==> config.mk <==
export PLATFORM = sky130hd
export DESIGN_NAME = fetch_pc_stage
export DESIGN_NICKNAME = d
export VERILOG_FILES = /design/src/rtl/fetch_pc_stage.sv
export SDC_FILE = /design/constraint.sdc
export NUM_CORES = 1
export LEC_CHECK = 0
export ABC_AREA = 1
export ABC_CLOCK_PERIOD_IN_PS = 1400
export CORE_MARGIN = 5
export CORE_UTILIZATION = 42
export CTS_CLUSTER_DIAMETER = 60
export DETAILED_ROUTE_END_ITERATION = 10
export PLACE_DENSITY = 0.75
export REMOVE_ABC_BUFFERS = 1
export SYNTH_ARGS = -nofsm -noshare
export SYNTH_HDL_FRONTEND = slang
export SYNTH_SLANG_ARGS = --single-unit
==> constraint.sdc <==
create_clock -name clk -period 1.4 [get_ports clk]
set_clock_uncertainty 0.05 [all_clocks]
set_input_delay 0.21 -clock clk [delete_from_list [all_inputs] [get_ports clk]]
set_output_delay 0.21 -clock clk [all_outputs]
set_load 0.1 [all_outputs]
==> src/rtl/fetch_pc_stage.sv <==
// Instruction fetch: owns the PC, keeps one imem request in flight, registers {pc, instr} into the IF/ID slot.
// Slot valid the cycle after rvalid; if IF/ID is stalled, the response is parked in a 1-entry buffer.
module fetch_pc_stage #(
    parameter int                ADDR_W   = 20,
    parameter int                DATA_W   = 20,
    parameter logic [ADDR_W-1:0] RESET_PC = '0
) (
    input  logic              clk,
    input  logic              rst_n,
    input  logic [ADDR_W-1:0] next_pc_in,
    output logic [ADDR_W-1:0] pc_out,
    output logic [ADDR_W-1:0] pc_plus1,
    input  logic              flush,
    output logic              imem_req,
    output logic [ADDR_W-1:0] imem_addr,
    input  logic              imem_gnt,
    input  logic              imem_rvalid,
    input  logic [DATA_W-1:0] imem_rdata,
    output logic              ifid_valid,
    output logic [ADDR_W-1:0] ifid_pc,
    output logic [DATA_W-1:0] ifid_instr,
    input  logic              ifid_ready
);

    typedef enum logic [1:0] {S_BOOT, S_REQ, S_WAIT, S_HOLD} state_t;

    state_t            state, state_nxt;
    logic [ADDR_W-1:0] pc_q, pc_nxt;
    logic              discard, discard_nxt;
    logic [DATA_W-1:0] buf_dat, buf_nxt;
    logic              vld_q, vld_nxt;
    logic [ADDR_W-1:0] ipc_q, ipc_nxt;
    logic [DATA_W-1:0] ins_q, ins_nxt;

    logic              slot_free;
    logic              flush_act;
    logic              accept;
    logic [DATA_W-1:0] accept_dat;

    assign pc_out     = pc_q;
    assign pc_plus1   = pc_q + {{(ADDR_W-1){1'b0}}, 1'b1};
    assign imem_req   = (state == S_REQ);
    assign imem_addr  = pc_q;
    assign ifid_valid = vld_q;
    assign ifid_pc    = ipc_q;
    assign ifid_instr = ins_q;

    assign slot_free = !vld_q || ifid_ready;
    assign flush_act = flush && (state != S_BOOT);

    always_comb begin
        state_nxt   = state;
        pc_nxt      = pc_q;
        discard_nxt = discard;
        buf_nxt     = buf_dat;
        vld_nxt     = vld_q;
        ipc_nxt     = ipc_q;
        ins_nxt     = ins_q;
        accept      = 1'b0;
        accept_dat  = imem_rdata;

        case (state)
            S_BOOT: state_nxt = S_REQ;
            S_REQ: begin
                // A grant coinciding with flush belongs to the old address; its response must be dropped.
                if (imem_gnt) begin
                    state_nxt = S_WAIT;
                    if (flush_act) discard_nxt = 1'b1;
                end
            end
            S_WAIT: begin
                if (flush_act) begin
                    if (imem_rvalid) begin
                        discard_nxt = 1'b0;
                        state_nxt   = S_REQ;
                    end else begin
                        discard_nxt = 1'b1;
                    end
                end else if (imem_rvalid) begin
                    state_nxt = S_REQ;
                    if (discard) begin
                        discard_nxt = 1'b0;
                    end else if (slot_free) begin
                        accept = 1'b1;
                    end else begin
                        buf_nxt   = imem_rdata;
                        state_nxt = S_HOLD;
                    end
                end
            end
            S_HOLD: begin
                if (flush_act) begin
                    state_nxt = S_REQ;
                end else if (slot_free) begin
                    accept     = 1'b1;
                    accept_dat = buf_dat;
                    state_nxt  = S_REQ;
                end
            end
            default: state_nxt = S_BOOT;
        endcase

        if (flush_act) begin
            pc_nxt  = next_pc_in;
            vld_nxt = 1'b0;
        end else if (accept) begin
            ipc_nxt = pc_q;
            ins_nxt = accept_dat;
            vld_nxt = 1'b1;
            pc_nxt  = next_pc_in;
        end else if (vld_q && ifid_ready) begin
            vld_nxt = 1'b0;
        end
    end

    always_ff @(posedge clk or negedge rst_n) begin
        if (!rst_n) begin
            state   <= S_BOOT;
            pc_q    <= RESET_PC;
            discard <= 1'b0;
            buf_dat <= '0;
            vld_q   <= 1'b0;
            ipc_q   <= '0;
            ins_q   <= '0;
        end else begin
            state   <= state_nxt;
            pc_q    <= pc_nxt;
            discard <= discard_nxt;
            buf_dat <= buf_nxt;
            vld_q   <= vld_nxt;
            ipc_q   <= ipc_nxt;
            ins_q   <= ins_nxt;
        end
    end

endmodule

==> results of run 1 <==
## stage by stage
stage | util, % | instances
floorplan | - | 576
global placement | 69.8 | 926
detailed placement | 69.8 | 926
CTS | 88.2 | 988
## Yosys cell counts, drive strengths merged
cell type	number
a21oi	1
buf	43
clkbuf	4
dfrtp	84
ha	6
inv	69
nand2	264
nand3	72
nand4	1
nor2	26
o21ai	37
o21bai	2
xor2	14
## timing repair
| item | 4_1_cts |
|---|---|
| gates cloned | 17 |
| hold buffers | 1 |
| buffers inserted | 34 |
| pin swaps | 61 |
| endpoints found under the hold margin | 25 |
| setup endpoints to repair | 115 |
| gates resized for setup | 305 |
## cells by family after synthesis
logic type      count (synthesis)
simple gates                  363
xor+xnor                       14
flops                          84
fa+ha+maj                       6
buf+inv                       116
compound gates                 40
==> impl_metrics.json, run 1 <==
{
  "status": "stopped before the end",
  "stop_stage": "5_1_grt",
  "stop_error": "[ERROR DPL-0033] detailed placement checks failed during check placement.",
  "clock-root-buffer": "clkbuf_8",
  "synth_area_per_cell_sq_um": 7.32,
  "antenna_found_initial": 1,
  "synthesis.area_sq_um": 4560,
  "synth_seq_area_share_pct": 46.1,
  "place.gp.congestion": 0.934,
  "grt_max_degree": 33,
  "post-place-ws_ns": -0.388,
  "h-tree-depth": 3,
  "syn_inst": 623,
  "grt_repair_worst_endpoint": "pc_plus1[10]",
  "synth_top_cell_area_share_pct": 46.1,
  "cts_inserted_buffers": 9,
  "ys_warn_count": 0,
  "yosys.cell_types.count": 20,
  "synth_simple_gate_area_share_pct": 32.3,
  "die_h_um": 114,
  "yosysTopAreaCell": "dfrtp_1",
  "cts_buffer_depth": 2,
  "synth_xor_area_share_pct": 2.69,
  "start_util_pct": 42.4,
  "place_area_sq_um": 7500,
  "cts_sinks": 84,
  "synth-seq-cells": 84,
  "synth_fa_ha_area_share_pct": 1.65,
  "worst-ep-kind": "output port",
  "ios": 148,
  "synthMuxAreaShare_pct": 0,
  "dp_hpwl_um": 12300,
  "synth_top_family_by_area": "simple AND/OR/NAND/NOR gates",
  "synth_compound_area_share_pct": 4.50,
  "synth.area.top_cells": "dfrtp_1 46%, nand2_1 22%, nand3_1 7.7%, inv_1 5.6%, buf_4 3.6%",
  "die_x_um": 114,
  "port-buffer-count": 147,
  "num_rows": 38
}
==> inputs of run 2 (changes only) <==
- ABC_CLOCK_PERIOD_IN_PS: 1400 -> 1800
- CORE_UTILIZATION: 42 -> 40
- CTS_CLUSTER_DIAMETER: 60 -> unset
- PLACE_DENSITY: 0.75 -> unset
- PLACE_DENSITY_LB_ADDON: unset -> 0.15
- clock period: 1.4 -> 1.8 ns (I/O delays scaled with it)
==> run 2 against run 1 <==
  * The flow now finishes, with violations (negative setup slack)
  * Area after synthesis is the same
  * Synthesized cell count stayed put
==> impl_metrics.json, run 2 <==
{
  "status": "complete, but fails checks",
  "violations": "negative setup slack",
  "synth-edff-count": 0,
  "synthTopCellsByCount": "262 x nand2_1, 84 x dfrtp_1, 70 x nand3_1, 68 x inv_1, 27 x o21ai_0",
  "layout_common_cells": "248 x nand2_1, 110 x buf_12, 80 x dfrtp_1, 67 x inv_1, 66 x nand3_1",
  "die_x_um": 117,
  "drc": 0,
  "syn_inst": 623,
  "synth.most_common_cell": "nand2_1",
  "vias": 4658,
  "hold_viol": 0,
  "clock-root-buffer": "clkbuf_16",
  "die-area_sq_um": 13600,
  "drt_first_pass_iters": 5,
  "core-area_sq_um": 11300,
  "yosysTopAreaCell": "dfrtp_1",
  "crit_path_end_kind": "output port",
  "fin_crit_ns": 2.08,
  "die_h_um": 117,
  "timing.final.crit_share_pct": 116,
  "start_util_pct": 40.4,
  "cp.required_ns": 1.48,
  "grt_use_total_pct": 21.1,
  "synthesis.area_sq_um": 4560,
  "gr-total-overflow": 0,
  "synth_ff_type": "dfrtp_1",
  "clk_pin_slew_worst_paths_ns": 0.06,
  "clkLatencyLatePin_ns": 0.33,
  "post-place-ws_ns": 0.0309,
  "finalSetupViolations": 18,
  "worst_ep_arrival_time_ns": 1.76,
  "drive_gt1_share_pct": 29.6,
  "cts_tree": "yes",
  "ios": 148,
  "slew-limit-headroom_pct": 71.5,
  "crit_slowest_cell": "dfrtp_1",
  "cp_cell_sequence": "buf_6 > inv_1 > nor2_4 > nand2_4 > nor2_4 > xor2_2 > buf_12",
  "yosys.cell_types.count": 20,
  "max_stage_delay_ns": 0.43,
  "grt_max_degree": 53,
  "max_cap_violations": 0,
  "place.gp.congestion": 0.913,
  "final_nets": 843,
  "antenna_found_initial": 0,
  "synth_area_per_cell_sq_um": 7.32,
  "wl_per_cell_um": 16.1,
  "timing.final.ws_setup_ns": -0.280,
  "routed_via_density": 4.97,
  "initialDrtViolationCount": 271,
  "routed_wl_um": 15100,
  "synth_top_cell_area_share_pct": 46.1,
  "synth_seq_area_share_pct": 46.1,
  "start_kind": "flip-flop",
  "grt_pass1_wl_um": 22700,
  "port-buffer-count": 147,
  "mostFrequentLayoutCell": "nand2_1",
  "synth.area.top_cells": "dfrtp_1 46%, nand2_1 22%, nand3_1 7.7%, inv_1 5.6%, buf_4 3.6%",
  "h-tree-depth": 3,
  "num_rows": 39,
  "cts_sinks": 84,
  "cts_inserted_buffers": 9,
  "hold_path.class": "in2async",
  "async_flop_share_pct": 100,
  "worst-setup-path-type": "reg2out",
  "cp_max_fo": 4,
  "synth-seq-cells": 84,
  "areaGrowthSynthToFinish_pct": 79.1,
  "antenna_cells": 0,
  "tns_ns": -3.48,
  "finalMaxSlewViolations": 0,
  "rsz0062_at_grt": "true",
  "ys_warn_count": 0,
  "cts_buffer_depth": 2,
  "tightest_slew_ns": 0.427,
  "grt_pass1_vias": 4654,
  "dp_hpwl_um": 10100,
  "drtAntennaViolNets": 0,
  "fmax_mhz": 481,
  "cpMostUsedCell": "nor2_4"
}
-- run 2: layout make-up --
type | instances | area [sq um]
fillers | 811 | 3110
repair buffers | 204 | 3060
multi-input cells | 423 | 2260
flip-flops and latches | 84 | 2110
inverters | 69 | 259
clock buffers | 12 | 256
well taps | 143 | 179
clock inverters | 2 | 35.0
-- run 2: kinds of logic after synthesis --
kind of cell / Yosys count / synth area share (%)
buffers and inverters: 116 / 12.8
flip-flops: 84 / 46.1
AND/OR/NAND/NOR: 363 / 32.3
adder cells (fa/ha/maj): 6 / 1.65
XOR/XNOR: 14 / 2.69
AO/OA/AOI/OAI: 40 / 4.50
-- run 2: worst paths after layout --
| kind | slack, ns | end | depth (start not counted) | startpoint |
|---|---|---|---|---|
| worst max register to register | 0.09 | imem_addr[3] | 8 | state[0] |
| min in group clk | 0.42 | imem_addr[1] | 3 | next_pc_in[1] |
| worst min register to register | 0.45 | discard | 2 | discard |
| worst max-delay path | -0.28 | pc_plus1[15] | 7 | imem_addr[0] |
| max in group asynchronous | 0.77 | imem_addr[10] | 3 | rst_n |
| worst min-delay path | 0.37 | ifid_pc[18] | 2 | rst_n |
-- run 2: per-stage QoR --
step	utilization (%)	hold WS, ns	instance area, sq um	cells
2_1_floorplan	-	-0.0756	4230	576
3_3_place_gp	65.2	0.183	7350	910
3_5_place_dp	65.2	0.180	7350	910
4_1_cts	71.0	0.391	8000	935
5_1_grt	72.4	0.406	8160	937
6_report	72.4	0.368	8160	937
-- run 2: critical path: cells and delay by family, from the launching register on --
family,cells,cell delay [ns]
DFF,1,0.43
and+or+nand+nor,3,0.35
buffers and inverters,3,0.44
xor gates and xnor gates,1,0.21
-- run 2: layer usage --
metal	vias to the layer above	part of all wire (%)	global-route usage [%]
met5	-	0	0
met4	0	2.5	6.73
met3	31	8.0	4.25
met2	202	50	37.7
met1	2205	39	25.5
li1	2220	-	-
-- run 2: what timing repair did --
item	4_1_cts	5_1_grt
hold buffers	1	0
buffers inserted	11	2
endpoints found under the hold margin	27	0
gates resized for setup	64	26
endpoints found under the setup margin	18	28
pin swaps	15	14
cloned	0	1
Power of run 2 is not shown: default switching activity piles up to over one toggle a cycle in this logic, so the estimate is an artifact.
